`config.mk`:
```
export PLATFORM = sky130hd
export DESIGN_NAME = pe_idx_loader
export DESIGN_NICKNAME = d
export VERILOG_FILES = /design/src/rtl/pe_idx_loader.sv
export SDC_FILE = /design/constraint.sdc
export NUM_CORES = 1
export LEC_CHECK = 0
export CAP_MARGIN = 20
export CORE_MARGIN = 10
export CORE_UTILIZATION = 40
export DETAILED_ROUTE_END_ITERATION = 6
export SLEW_MARGIN = 20
export SYNTH_ARGS = -nofsm -noshare
export SYNTH_HDL_FRONTEND = slang
export SYNTH_SLANG_ARGS = --single-unit
```
`constraint.sdc`:
```
create_clock -name clk -period 3.65 [get_ports clk]
set_clock_uncertainty 0.05 [all_clocks]
set_input_delay 0.73 -clock clk [delete_from_list [all_inputs] [get_ports clk]]
set_output_delay 0.73 -clock clk [all_outputs]
set_load 0.005 [all_outputs]
```
`src/rtl/pe_idx_loader.sv`:
```
`default_nettype none
// +----------------------------------------------------------------------------+
// | Module      : pe_idx_loader                                                |
// | Description : Write-side front end of the PE index ping-pong buffer.       |
// |               Takes packed index beats over valid/ready, unpacks them into |
// |               {idx_hi, idx_lo} entries one per cycle onto the index write  |
// |               port, then pulses switch_idx_buf once the PE AGU is idle.    |
// | Ports       : clk, rst (sync, active-low)                                  |
// |               load_start/load_cnt/load_done  - per-set load control        |
// |               in_data/in_valid/in_ready      - packed beat input, lane0 LSB|
// |               agu_done                       - read half may be swapped    |
// |               idx_wr_data/addr/en            - registered RAM write port   |
// |               switch_idx_buf                 - one-cycle swap pulse        |
// |               load_err                       - sticky error (optional)     |
// | Config      : IDX_LOAD_ERR_EN defined adds the load_err port               |
// | Revision    : 1.0 - initial release                                        |
// +----------------------------------------------------------------------------+
module pe_idx_loader #(
    parameter int IDX_W      = 4,
    parameter int IDX_DEPTH  = 256,
    parameter int IDX_ADDR_W = $clog2(IDX_DEPTH),
    parameter int IN_W       = 64
) (
    input  logic                  clk,
    input  logic                  rst,
    input  logic                  load_start,
    input  logic [7:0]            load_cnt,
    output logic                  load_done,
    input  logic [IN_W-1:0]       in_data,
    input  logic                  in_valid,
    output logic                  in_ready,
    input  logic                  agu_done,
    output logic [2*IDX_W-1:0]    idx_wr_data,
    output logic [IDX_ADDR_W-1:0] idx_wr_addr,
    output logic                  idx_wr_en,
    output logic                  switch_idx_buf
`ifdef IDX_LOAD_ERR_EN
    ,
    output logic                  load_err
`endif
);

    localparam int c_ENT_W  = 2 * IDX_W;
    localparam int c_LANES  = IN_W / c_ENT_W;
    localparam int c_PEND_W = $clog2(c_LANES + 1);

    localparam logic [IDX_ADDR_W-1:0] c_ADDR_MAX = IDX_ADDR_W'(IDX_DEPTH - 1);

    localparam logic [1:0] c_S_IDLE      = 2'd0;
    localparam logic [1:0] c_S_LOAD      = 2'd1;
    localparam logic [1:0] c_S_WAIT_SWAP = 2'd2;
    localparam logic [1:0] c_S_SWAP      = 2'd3;

    logic [1:0]            r_state;
    logic [7:0]            r_cnt;        // latched load_cnt
    logic [7:0]            r_wr_cnt;     // entries issued so far
    logic [IDX_ADDR_W-1:0] r_next_addr;
    logic [IN_W-1:0]       r_buf;        // remaining lanes of current beat, next lane in LSBs
    logic [c_PEND_W-1:0]   r_pend;       // usable lanes still held in r_buf
    logic                  r_load_done;
    logic                  r_wr_en;
    logic [c_ENT_W-1:0]    r_wr_data;
    logic [IDX_ADDR_W-1:0] r_wr_addr;
    logic                  r_switch;

    logic                  w_in_ready;
    logic                  w_accept;
    logic                  w_emit_buf;
    logic                  w_emit;
    logic                  w_last;
    logic [7:0]            w_rem;
    logic [c_PEND_W-1:0]   w_use;

    // A new beat is taken only once the previous one is fully drained; lane 0
    // of the accepted beat goes straight to the write register, so the buffer
    // draining and the next acceptance chain with no bubble.
    assign w_in_ready = (r_state == c_S_LOAD) && (r_pend == '0) && (r_wr_cnt != r_cnt);
    assign w_accept   = w_in_ready && in_valid;
    assign w_emit_buf = (r_state == c_S_LOAD) && (r_pend != '0);
    assign w_emit     = w_emit_buf || w_accept;
    assign w_last     = ((r_wr_cnt + 8'd1) == r_cnt);
    assign w_rem      = r_cnt - r_wr_cnt;
    // Lanes of the beat that belong to this set; the rest are dropped.
    assign w_use      = (32'(w_rem) >= c_LANES) ? c_PEND_W'(c_LANES) : c_PEND_W'(w_rem);

    always_ff @(posedge clk) begin
        if (!rst) begin
            r_state     <= c_S_IDLE;
            r_cnt       <= '0;
            r_wr_cnt    <= '0;
            r_next_addr <= '0;
            r_buf       <= '0;
            r_pend      <= '0;
            r_load_done <= 1'b1;
            r_wr_en     <= 1'b0;
            r_wr_data   <= '0;
            r_wr_addr   <= '0;
            r_switch    <= 1'b0;
        end else begin
            r_wr_en  <= 1'b0;
            r_switch <= 1'b0;

            if (w_emit) begin
                r_wr_en     <= 1'b1;
                r_wr_addr   <= r_next_addr;
                r_next_addr <= (r_next_addr == c_ADDR_MAX) ? '0 : r_next_addr + 1'b1;
                r_wr_cnt    <= r_wr_cnt + 8'd1;
            end

            if (w_emit_buf) begin
                r_wr_data <= r_buf[c_ENT_W-1:0];
                r_buf     <= r_buf >> c_ENT_W;
                r_pend    <= r_pend - 1'b1;
            end else if (w_accept) begin
                r_wr_data <= in_data[c_ENT_W-1:0];
                r_buf     <= in_data >> c_ENT_W;
                r_pend    <= w_use - 1'b1;
            end

            case (r_state)
                c_S_IDLE: begin
                    if (load_start) begin
                        r_cnt       <= load_cnt;
                        r_wr_cnt    <= '0;
                        r_next_addr <= '0;
                        r_load_done <= 1'b0;
                        r_state     <= (load_cnt == 8'd0) ? c_S_WAIT_SWAP : c_S_LOAD;
                    end
                end
                c_S_LOAD: begin
                    if (w_emit && w_last) begin
                        r_state <= c_S_WAIT_SWAP;
                    end
                end
                c_S_WAIT_SWAP: begin
                    if (agu_done) begin
                        r_state  <= c_S_SWAP;
                        r_switch <= 1'b1;
                    end
                end
                c_S_SWAP: begin
                    r_state     <= c_S_IDLE;
                    r_load_done <= 1'b1;
                end
                default: r_state <= c_S_IDLE;
            endcase
        end
    end

    assign load_done      = r_load_done;
    assign in_ready       = w_in_ready;
    assign idx_wr_en      = r_wr_en;
    assign idx_wr_data    = r_wr_data;
    assign idx_wr_addr    = r_wr_addr;
    assign switch_idx_buf = r_switch;

`ifdef IDX_LOAD_ERR_EN
    logic r_err;

    // Sticky: start while busy, or a set larger than one buffer half.
    always_ff @(posedge clk) begin
        if (!rst) begin
            r_err <= 1'b0;
        end else if (load_start && ((r_state != c_S_IDLE) || (32'(load_cnt) > IDX_DEPTH))) begin
            r_err <= 1'b1;
        end
    end

    assign load_err = r_err;
`endif

endmodule
`default_nettype wire

```
==> flow_summary.yaml <==
logic_synthesis:
  ys_seq_elements: 105
  synthArstFlopShare: 0
  yosys_warnings: 0
  synth_top_family_by_area: "simple AND/OR/NAND/NOR gates"
  ys_seq_area_frac: 0.418
  synth-xor-area-share: 0.0435
  syn_area_um2: 5030
  syn_inst: 625
  synth_compound_area_frac: 0.166
  synthAdderAreaFrac: 0.0388
  synth-simple-area-share: 0.262
  synth_edf_count: 0
  muxShareOfSynthArea: 0.0219
  synth_ff_type: "dfxtp_1"
  synth_nets: 717
  synthDistinctLibCells: 49
  syn_area_per_cell_um2: 8.05
job:
  drv_cap: 0
setup_path:
  crit_family: "compound AO/OA/AOI/OAI gates"
  start_kind: "register"
  crit_buf_inv: 1
  worst_path_most_repeated_cell: "ha_1"
  cpPeakStageDelay_ps: 410
  cp_max_fo: 5
  r2r_slack_ps: 310
  regToRegStartpoint: "r_wr_cnt[0]$_SDFF_PN0_"
  crit_type: "reg2reg"
  crit_arrival_ps: 3500
  crit_slowest_cell: "fa_1"
  worstSetupStartpoint: "r_wr_cnt[0]$_SDFF_PN0_"
  path_cells: "ha_1 > inv_1 > fa_1 > a21o_1 > a2111oi_1 > a31oi_1 > nor4_4 > and2_1 > a21oi_1 > ha_1 > nand3b_1 > nor3_1 > a311oi_1 > o311ai_0"
  required_ps: 3810
  end_kind: "register"
power:
  switchingPower_mw: 1.67
  power.share.sequential: 0.372
  intPower_mw: 2.61
  pwr_density_cell_nw_per_um2: 668
  peakVddDrop_mv: 0.326
  swShare: 0.390
  p_leak_nw: 2.32
  combPwrFrac: 0.412
  clkPwrFrac: 0.216
floorplan:
  ioPinCount: 97
  core_area_um2: 12200
  rows: 40
  initial_core_util: 0.413
  fp.dieArea_um2: 17500
  die_y_um: 132
  chipWidth_um: 132
global_routing:
  grt.total_usage: 0.148
  grt_pass1_wl_mm: 22.1
  grt_pass1_vias: 4500
  grt_max_degree: 67
  gr-total-overflow: 0
  antenna_found_initial: 0
detailed_routing:
  drc: 0
  drt_iter0_markers: 388
  viasPerCell: 5.31
  detail-route-antenna-nets: 0
  drt-total-wl_mm: 13.3
  via_count: 4599
  routedWlPerCell_um: 15.4
  first_pass_iters: 5
timing:
  rsz0062_at_grt: "false"
  finalCriticalPeriod_ps: 3340
  fin_setup_tns_ps: 0
  max-slew-margin-rel: 0.538
  max_clock_freq_mhz: 300
  worstMarginPinSlew_ps: 693
  slew_violations: 0
  setup_viol: 0
  period_share: 0.915
  hold_viol_final: 0
finish:
  syn_to_final_growth_pct: 27.4
  fillerInstances: 1212
  final_cell_mix: "107 x nand2_1, 105 x dfxtp_1, 96 x clkdlybuf4s50_1, 85 x nor2_1, 61 x nand3_1"
  fin_nets: 786
  final_cells: 866
  layout-drive-gt1-share: 0.0458
  final_common_cell: "nand2_1"
  diodes: 0
clock_tree:
  root_buffer: "clkbuf_16"
  clk_pin_slew_ps: 70
  cts_buffer_depth: 2
  cts_tree: "done"
  cts_buffers: 9
  cts_hold_buf: 0
  worstSkewPairLatency_ps: 350
  clock_sinks: 105
  htreeDepth: 3
status:
  status: "complete, no violations"
min_path:
  hp-class: "reg2reg"
  min-delay-start: "idx_wr_addr[3]$_SDFFE_PN0N_"
place:
  hpwlAfterDp_mm: 9.33
  dp.cells: 851
  io_buffers: 96
  routabilityCongestion: 0.869
worst reg2reg max path, cell delays in order, from the launching register on:
cell       delay [ps]
dfxtp_1           400
ha_1              190
inv_1              50
fa_1              410
a21o_1            210
a2111oi_1         390
a31oi_1           120
nor4_4            250
and2_1            200
a21oi_1            50
ha_1              230
nand3b_1          120
nor3_1             60
a311oi_1          300
o311ai_0          180
metal layers:
metal,vias to the layer above,global-route usage,share of wire
met5,-,0,0
met4,0,0.0414,0.0096
met3,9,0.0385,0.045
met2,93,0.236,0.47
met1,2140,0.192,0.48
li1,2357,-,-
Yosys cell counts (all sizes together), types with 3 or more instances:
cell    instances  share of area
clkbuf         32          0.024
mux2i          11          0.022
ha             14          0.035
xnor2          11          0.019
and3            3         0.0037
a311oi         57          0.099
nor2           85          0.063
and2            3         0.0037
xor2           14          0.024
nand3b          3         0.0045
nand3          61          0.061
a21oi          27          0.027
buf            15          0.015
o21ai           8         0.0087
dfxtp         105           0.42
inv            14          0.010
nand4           9          0.011
nand2         109          0.082
nor3            8         0.0080
state kept, by name, summed over array words and instances, names as in the netlist:
register,flops
r_buf,56
idx_wr_addr,8
idx_wr_data,8
r_cnt,8
r_next_addr,8
r_wr_cnt,8
r_pend,4
r_state,2
idx_wr_en,1
load_done,1
switch_idx_buf,1
logic make-up (layout without fill, tap and decap cells):
family	count (synthesis)	count (layout)
AND/OR/NAND/NOR	296	296
AO/OA/AOI/OAI	111	111
flip-flops	105	105
buffers and inverters	62	135
XOR/XNOR	25	25
adder cells (fa/ha/maj)	15	15
multiplexers	11	11
cell type report:
type	instances	area (µm²)	share of cell area
multi-input cells	458	2690	0.420
clock buffers	12	256	0.0400
flip-flops and latches	105	2100	0.328
inverters	15	56.3	0.00879
clock inverters	3	25.0	0.00391
well taps	168	210	0.0328
repair buffers	105	1070	0.166
power groups by stage:
stage | registers [mW] | clock network (mW) | logic (mW)
after detailed placement | 1.62 | 0 | 1.76
after floorplan | 1.58 | 0 | 1.27
after CTS | 1.59 | 0.947 | 1.77
final | 1.59 | 0.923 | 1.76
after global routing | 1.63 | 0.991 | 1.97
after global placement | 1.61 | 0 | 1.74
metrics by stage:
stage | instance area (µm²) | setup slack (ps) | util | power, mW | hold WS, ps
after floorplan | 5030 | 612 | - | 2.85 | 381
after global placement | 6120 | 467 | 0.503 | 3.34 | 398
after detailed placement | 6120 | 267 | 0.503 | 3.38 | 397
after CTS | 6400 | 246 | 0.527 | 4.31 | 407
after global routing | 6410 | 35.0 | 0.527 | 4.60 | 422
final | 6410 | 311 | 0.527 | 4.28 | 405
worst paths after layout:
check,endpoint,depth (start not counted)
worst min register to register,idx_wr_addr[3]$_SDFFE_PN0N_,2
worst max-delay path,r_pend[2]$_SDFFE_PN0N_,14
worst min-delay path,idx_wr_addr[3]$_SDFFE_PN0N_,2
worst max register to register,r_pend[2]$_SDFFE_PN0N_,14
repair_timing:
action / 4_1_cts / 5_1_grt
setup endpoints to repair: 0 / 1
gates resized for setup: 0 / 1
buffers inserted: 0 / 0
Power figures use the tool's default switching activity.
